[config.mk]
export PLATFORM = sky130hd
export DESIGN_NAME = logic_unit_pipe
export DESIGN_NICKNAME = d
export VERILOG_FILES = /design/src/rtl/logic_unit_pipe.sv
export SDC_FILE = /design/constraint.sdc
export NUM_CORES = 1
export LEC_CHECK = 0
export CAP_MARGIN = 10
export CORE_UTILIZATION = 28
export CTS_CLUSTER_DIAMETER = 40
export DETAILED_ROUTE_END_ITERATION = 16
export PLACE_DENSITY = 0.48
export SLEW_MARGIN = 20
export SYNTH_ARGS = -nofsm -noshare
export SYNTH_HDL_FRONTEND = slang
export SYNTH_SLANG_ARGS = --single-unit
[constraint.sdc]
create_clock -name clk -period 4.31 [get_ports clk]
set_input_delay 0.862 -clock clk [delete_from_list [all_inputs] [get_ports clk]]
set_output_delay 0.862 -clock clk [all_outputs]
set_load 0.01 [all_outputs]
[src/rtl/logic_unit_pipe.sv]
// Pipelined bitwise logic unit with a skid-buffered valid/ready output.
// Define LOGIC_UNIT_FLAGS_EN to build the zero/ones/parity flag registers.
module logic_unit_pipe #(
    parameter int WIDTH = 4
) (
    input  logic             clk,
    input  logic             rst_n,
    input  logic             in_valid,
    output logic             in_ready,
    input  logic [2:0]       op,
    input  logic [WIDTH-1:0] x,
    input  logic [WIDTH-1:0] y,
    output logic             out_valid,
    input  logic             out_ready,
    output logic [WIDTH-1:0] out,
    output logic             zero,
    output logic             ones,
    output logic             parity
);

    logic             m_valid;
    logic             s_valid;
    logic [WIDTH-1:0] m_data;
    logic [WIDTH-1:0] s_data;
    logic [WIDTH-1:0] res;
    logic             accept;
    logic             m_free;

    always_comb begin
        res = '0;
        unique case (op)
            3'b000: res = x & y;
            3'b001: res = x | y;
            3'b010: res = x ^ y;
            3'b011: res = ~(x ^ y);
            3'b100: res = ~(x & y);
            3'b101: res = ~(x | y);
            3'b110: res = ~x;
            3'b111: res = x;
        endcase
    end

    // in_ready comes straight from a register, so it never sees out_ready
    assign in_ready  = !s_valid;
    assign accept    = in_valid && !s_valid;
    assign m_free    = !m_valid || out_ready;
    assign out_valid = m_valid;
    assign out       = m_data;

    always_ff @(posedge clk) begin
        if (!rst_n) begin
            m_valid <= 1'b0;
            s_valid <= 1'b0;
            m_data  <= '0;
            s_data  <= '0;
        end else if (m_free) begin
            if (s_valid) begin
                m_valid <= 1'b1;
                m_data  <= s_data;
                s_valid <= accept;
                if (accept) s_data <= res;
            end else begin
                m_valid <= accept;
                if (accept) m_data <= res;
            end
        end else if (accept) begin
            s_valid <= 1'b1;
            s_data  <= res;
        end
    end

`ifdef LOGIC_UNIT_FLAGS_EN
    // flags travel with their entry: {zero, ones, parity}
    logic [2:0] m_flg;
    logic [2:0] s_flg;
    logic [2:0] res_flg;

    assign res_flg = {~|res, &res, ^res};

    always_ff @(posedge clk) begin
        if (!rst_n) begin
            m_flg <= '0;
            s_flg <= '0;
        end else if (m_free) begin
            if (s_valid) begin
                m_flg <= s_flg;
                if (accept) s_flg <= res_flg;
            end else if (accept) begin
                m_flg <= res_flg;
            end
        end else if (accept) begin
            s_flg <= res_flg;
        end
    end

    assign zero   = m_flg[2];
    assign ones   = m_flg[1];
    assign parity = m_flg[0];
`else
    assign zero   = 1'b0;
    assign ones   = 1'b0;
    assign parity = 1'b0;
`endif

endmodule

==> impl_metrics.json, run 1 <==
{
  "wl_met3_um": 65,
  "grt_max_degree": 15,
  "ios": 24,
  "synthesis.area_sq_um": 826,
  "port_buffers": 20,
  "path_max_fanout": 3,
  "grt_antenna_before_repair": 0,
  "required_ns": 4.46,
  "place_ws_ns": 1.56,
  "drt_iter0_drc": 13,
  "synth_top_flop_cell": "dfxtp_1",
  "yosys.area.top_type": "dfxtp_1",
  "rsz0062_at_grt": "no",
  "whs_ns": 0.507,
  "leakage_nw": 0.474,
  "timing.fmax_ghz": 0.406,
  "dieArea_sq_um": 3170,
  "stdcell_count": 151,
  "cts_setup_buffers": 0,
  "fin_crit_ns": 2.46,
  "yosysSeqAreaShare": 0.242,
  "tritoncts": "done",
  "ctsResizeCount": 0,
  "gp_congestion": 0.719,
  "yosysMostFrequentCell": "dfxtp_1",
  "start_kind": "primary input",
  "synth-simple-area-share": 0.250,
  "muxShareOfSynthArea": 0.0530,
  "synth_area_per_cell_sq_um": 8.18,
  "wire_per_inst_um": 10.1,
  "worstPathArrival_ns": 2.61,
  "die_y_um": 56.3,
  "via_count": 723,
  "cts-root-buf": "clkbuf_4",
  "cts.sinks": 10,
  "synth_compound_area_frac": 0.205,
  "met1_length_um": 772,
  "cts_inserted_buffers": 3,
  "rr_worst_depth": 4,
  "top_layer": "met4",
  "placed_cells": 147,
  "diodes": 0,
  "route.detailed.drc": 0,
  "dr.pass1.iters": 4,
  "drt-vias-per-instance": 4.79,
  "slew_viol_final": 0,
  "synth_top_cell_area_share": 0.242,
  "finalWirelength_mm": 1.53,
  "htreeDepth": 1,
  "fin_area_sq_um": 1060,
  "netlist_top_cells_area": "dfxtp_1 24%, ha_1 12%, nand2b_1 5.3%, a21oi_1 4.2%, inv_1 3.6%",
  "design.core.area_sq_um": 2780,
  "areaGrowthSynthToFinish_pct": 28.5,
  "synth_seq_cells": 10,
  "wl_met2_um": 676,
  "start_util": 0.297,
  "dp_hpwl_mm": 1.25,
  "peakVddDrop_uv": 162,
  "synth_edf_count": 0,
  "ys_warn_count": 0,
  "setup_slack_ns": 1.85,
  "final_util": 0.381,
  "skew_ns": 0.00208,
  "synth_top_family_by_area": "simple AND/OR/NAND/NOR gates",
  "worstHoldPathType": "register to register",
  "outcome": "finished, final reports clean",
  "track_usage": 0.105,
  "synthTopCellsByCount": "10 x dfxtp_1, 8 x ha_1, 8 x inv_1",
  "globalRouteOverflowTotal": 0,
  "async_flop_share": 0,
  "grt_pass1_vias": 643,
  "yosys.cell_types.count": 38,
  "min_path_cells": 1,
  "drive_gt1_frac": 0.0750,
  "hold_viol_final": 0,
  "max_cap_violations": 0,
  "cts_buffer_depth": 2,
  "timing.final.crit_share": 0.571,
  "num_rows": 19,
  "powerDensity_nw_per_um2": 245,
  "clk_latency_ns": 0.26,
  "tns_ns": 0,
  "setup_violations": 0,
  "cts_hold_buf": 0,
  "synth_fa_ha_area_frac": 0.121,
  "grt_pass1_wl_mm": 2.68,
  "die_w_um": 56.3,
  "power.total_mw": 0.260,
  "end_kind": "register",
  "dpl-instance-area_sq_um": 1020,
  "finalNetCount": 144,
  "ant_nets": 0,
  "synth-xor-area-share": 0.0212,
  "synthesis.instances": 101,
  "worstSetupPathType": "primary input to register",
  "path_clk_slew_ns": 0.07
}
state kept, by name, summed over array words and instances, names as in the netlist:
signal and count:
out 4, out_valid 1, s_valid 1, s_data 4
cells by family (layout without fill, tap and decap cells):
logic type / Yosys count / count (layout)
other: 1 / 3
AOI/OAI and AO/OA: 24 / 24
muxes: 3 / 3
and+or+nand+nor: 36 / 36
buffers and inverters: 17 / 34
xor gates and xnor gates: 2 / 2
DFF: 10 / 10
adders and majority gates: 8 / 8
cells in the final DEF, fill, tap and decap left out, drive strengths merged, types with 3 or more instances in the layout:
cell,n
ha,8
nand2,6
clkdlybuf4s50,20
nand3,3
a21oi,7
o221ai,3
nor2b,3
dfxtp,10
conb,3
nor2,8
nand2b,7
inv,10
nand4b,3
clkbuf,4
worst max-delay path: stages:
cell and delay, ns:
clkdlybuf4s50_1 0.51, inv_1 0.06, ha_1 0.31, nor4bb_1 0.27, a31oi_1 0.07, a21oi_1 0.16, a31oi_1 0.08, o311a_1 0.29
metal layers:
metal	vias up	GRT usage
met3	2	0.0138
met4	0	0.0523
met2	18	0.162
met5	-	0
met1	314	0.145
li1	389	-
power by group:
part	switching, mW	internal [mW]
Combinational	0.0344	0.0408
Sequential	0.00329	0.0985
Clock	0.0320	0.0512
final timing paths:
| path | start | end | slack [ns] |
|---|---|---|---|
| min | s_data[0] | s_data[0] | 0.51 |
| max reg2reg | out_valid | s_data[3] | 3.15 |
| min reg2reg | s_data[0] | s_data[0] | 0.51 |
| max | x[3] | out[3] | 1.85 |
final cells by class:
type,instances,area (sq um)
clock buffers,4,36.3
fillers,286,1720
inverters,10,37.5
multi-input cells,76,548
flip-flops and latches,10,200
well taps,31,38.8
repair buffers,20,200
(Power assumes the default switching activity.)
==> run 2, diff against run 1 <==
==> constraint.sdc (replaced) <==
create_clock -name clk -period 2.3 [get_ports clk]
set_input_delay 0.46 -clock clk [delete_from_list [all_inputs] [get_ports clk]]
set_output_delay 0.46 -clock clk [all_outputs]
set_load 0.01 [all_outputs]
==> impl_metrics.json, run 2 (synthesis gave the netlist of run 1 again) <==
{
  "outcome": "finished, final reports clean",
  "drt-vias-per-instance": 4.81,
  "tritoncts": "done",
  "start_util": 0.297,
  "design.core.area_sq_um": 2780,
  "finalNetCount": 152,
  "htreeDepth": 1,
  "ff2ff_setup_slack_ns": 1.19,
  "diodes": 0,
  "endpoint": "out[3]",
  "rr_worst_depth": 4,
  "gp_congestion": 0.697,
  "track_usage": 0.108,
  "start_kind": "primary input",
  "reg2reg_to": "out[3]",
  "grt_max_degree": 12,
  "stdcell_count": 158,
  "skew_ns": 0.000559,
  "whs_ns": 0.499,
  "crit_slowest_cell": "clkdlybuf4s50_1",
  "via_count": 760,
  "dpl-instance-area_sq_um": 1080,
  "leakage_nw": 0.506,
  "clk_latency_ns": 0.25,
  "ios": 24,
  "cts_inserted_buffers": 3,
  "max_cap_violations": 0,
  "cpPeakStageDelay_ns": 0.48,
  "dieArea_sq_um": 3170,
  "worst-path-buf-inv": 2,
  "grt_pass1_vias": 654,
  "peakVddDrop_uv": 234,
  "crit_cells": 8,
  "timing.fmax_ghz": 0.489,
  "worstPathArrival_ns": 2.19,
  "cts_setup_buffers": 0,
  "crit_family": "compound AO/OA/AOI/OAI gates",
  "final_common_cell": "clkdlybuf4s50_1",
  "cts_buffer_depth": 2,
  "worstSetupPathType": "primary input to register",
  "dr.pass1.iters": 4,
  "cts_hold_buf": 0,
  "num_rows": 19,
  "timing.final.crit_share": 0.890,
  "rsz0062_at_grt": "no",
  "tns_ns": 0,
  "globalRouteOverflowTotal": 0,
  "fin_area_sq_um": 1110,
  "ctsResizeCount": 0,
  "grt_pass1_wl_mm": 2.74,
  "slew_viol_final": 0,
  "wire_per_inst_um": 10.1,
  "route.detailed.drc": 0,
  "die_w_um": 56.3,
  "drive_gt1_frac": 0.126,
  "cts.sinks": 10,
  "path_max_fanout": 3,
  "r2r_start": "out_valid",
  "areaGrowthSynthToFinish_pct": 34.1,
  "drt_iter0_drc": 7,
  "setup_violations": 0,
  "required_ns": 2.44,
  "port_buffers": 20,
  "placed_cells": 155,
  "dp_hpwl_mm": 1.36,
  "startpoint": "y[3]",
  "cts-root-buf": "clkbuf_4",
  "die_y_um": 56.3,
  "worstHoldPathType": "register to register",
  "grt_antenna_before_repair": 0,
  "layout_common_cells": "20 x clkdlybuf4s50_1, 10 x dfxtp_1, 8 x inv_1, 8 x ha_1, 8 x buf_4",
  "ant_nets": 0,
  "path_clk_slew_ns": 0.06,
  "fin_crit_ns": 2.05,
  "worstPathCellList": "clkdlybuf4s50_1 -> inv_1 -> ha_1 -> nor4bb_1 -> a31oi_1 -> a21oi_1 -> a31oi_1 -> o311a_1",
  "hold_viol_final": 0,
  "end_kind": "register",
  "cp_common_cell": "a31oi_1",
  "finalWirelength_mm": 1.60,
  "powerDensity_nw_per_um2": 411
}
[run 2: through the flow]
step | setup WS (ns) | utilization | power [mW]
after floorplan | 0.603 | - | 0.283
after detailed placement | -0.00649 | 0.390 | 0.348
after global routing | 0.124 | 0.398 | 0.487
after global placement | 0.0273 | 0.390 | 0.346
final | 0.253 | 0.398 | 0.455
after CTS | 0.262 | 0.398 | 0.465
[run 2: worst min path at each step]
stage          slack (ns)   endpoint  depth (start not counted)  startpoint
2_1_floorplan        0.47  s_data[0]                          1   s_data[0]
3_3_place_gp         0.49  s_data[2]                          1   s_data[2]
3_5_place_dp         0.49  s_data[2]                          1   s_data[2]
4_1_cts              0.50  s_data[2]                          1   s_data[2]
5_1_grt              0.53  s_data[2]                          1   s_data[2]
6_report             0.50  s_data[2]                          1   s_data[2]
[run 2: final cells by class]
type	instances	area, sq um
repair buffers	28	260
inverters	10	37.5
multi-input cells	76	548
well taps	31	38.8
clock buffers	3	22.5
flip-flops and latches	10	200
fillers	292	1670
[run 2: power breakdown]
part	leakage [nW]	internal, mW	switching (mW)
registers	0.0822	0.185	0.00608
logic	0.410	0.0851	0.0662
clock network	0.0138	0.0601	0.0531
total	0.506	0.330	0.125
[run 2: per-layer routing]
layer	vias up	GRT usage	part of all wire
li1	399	-	-
met1	337	0.141	0.48
met2	22	0.170	0.45
met3	2	0.0161	0.054
met4	0	0.0627	0.012
met5	-	0	0
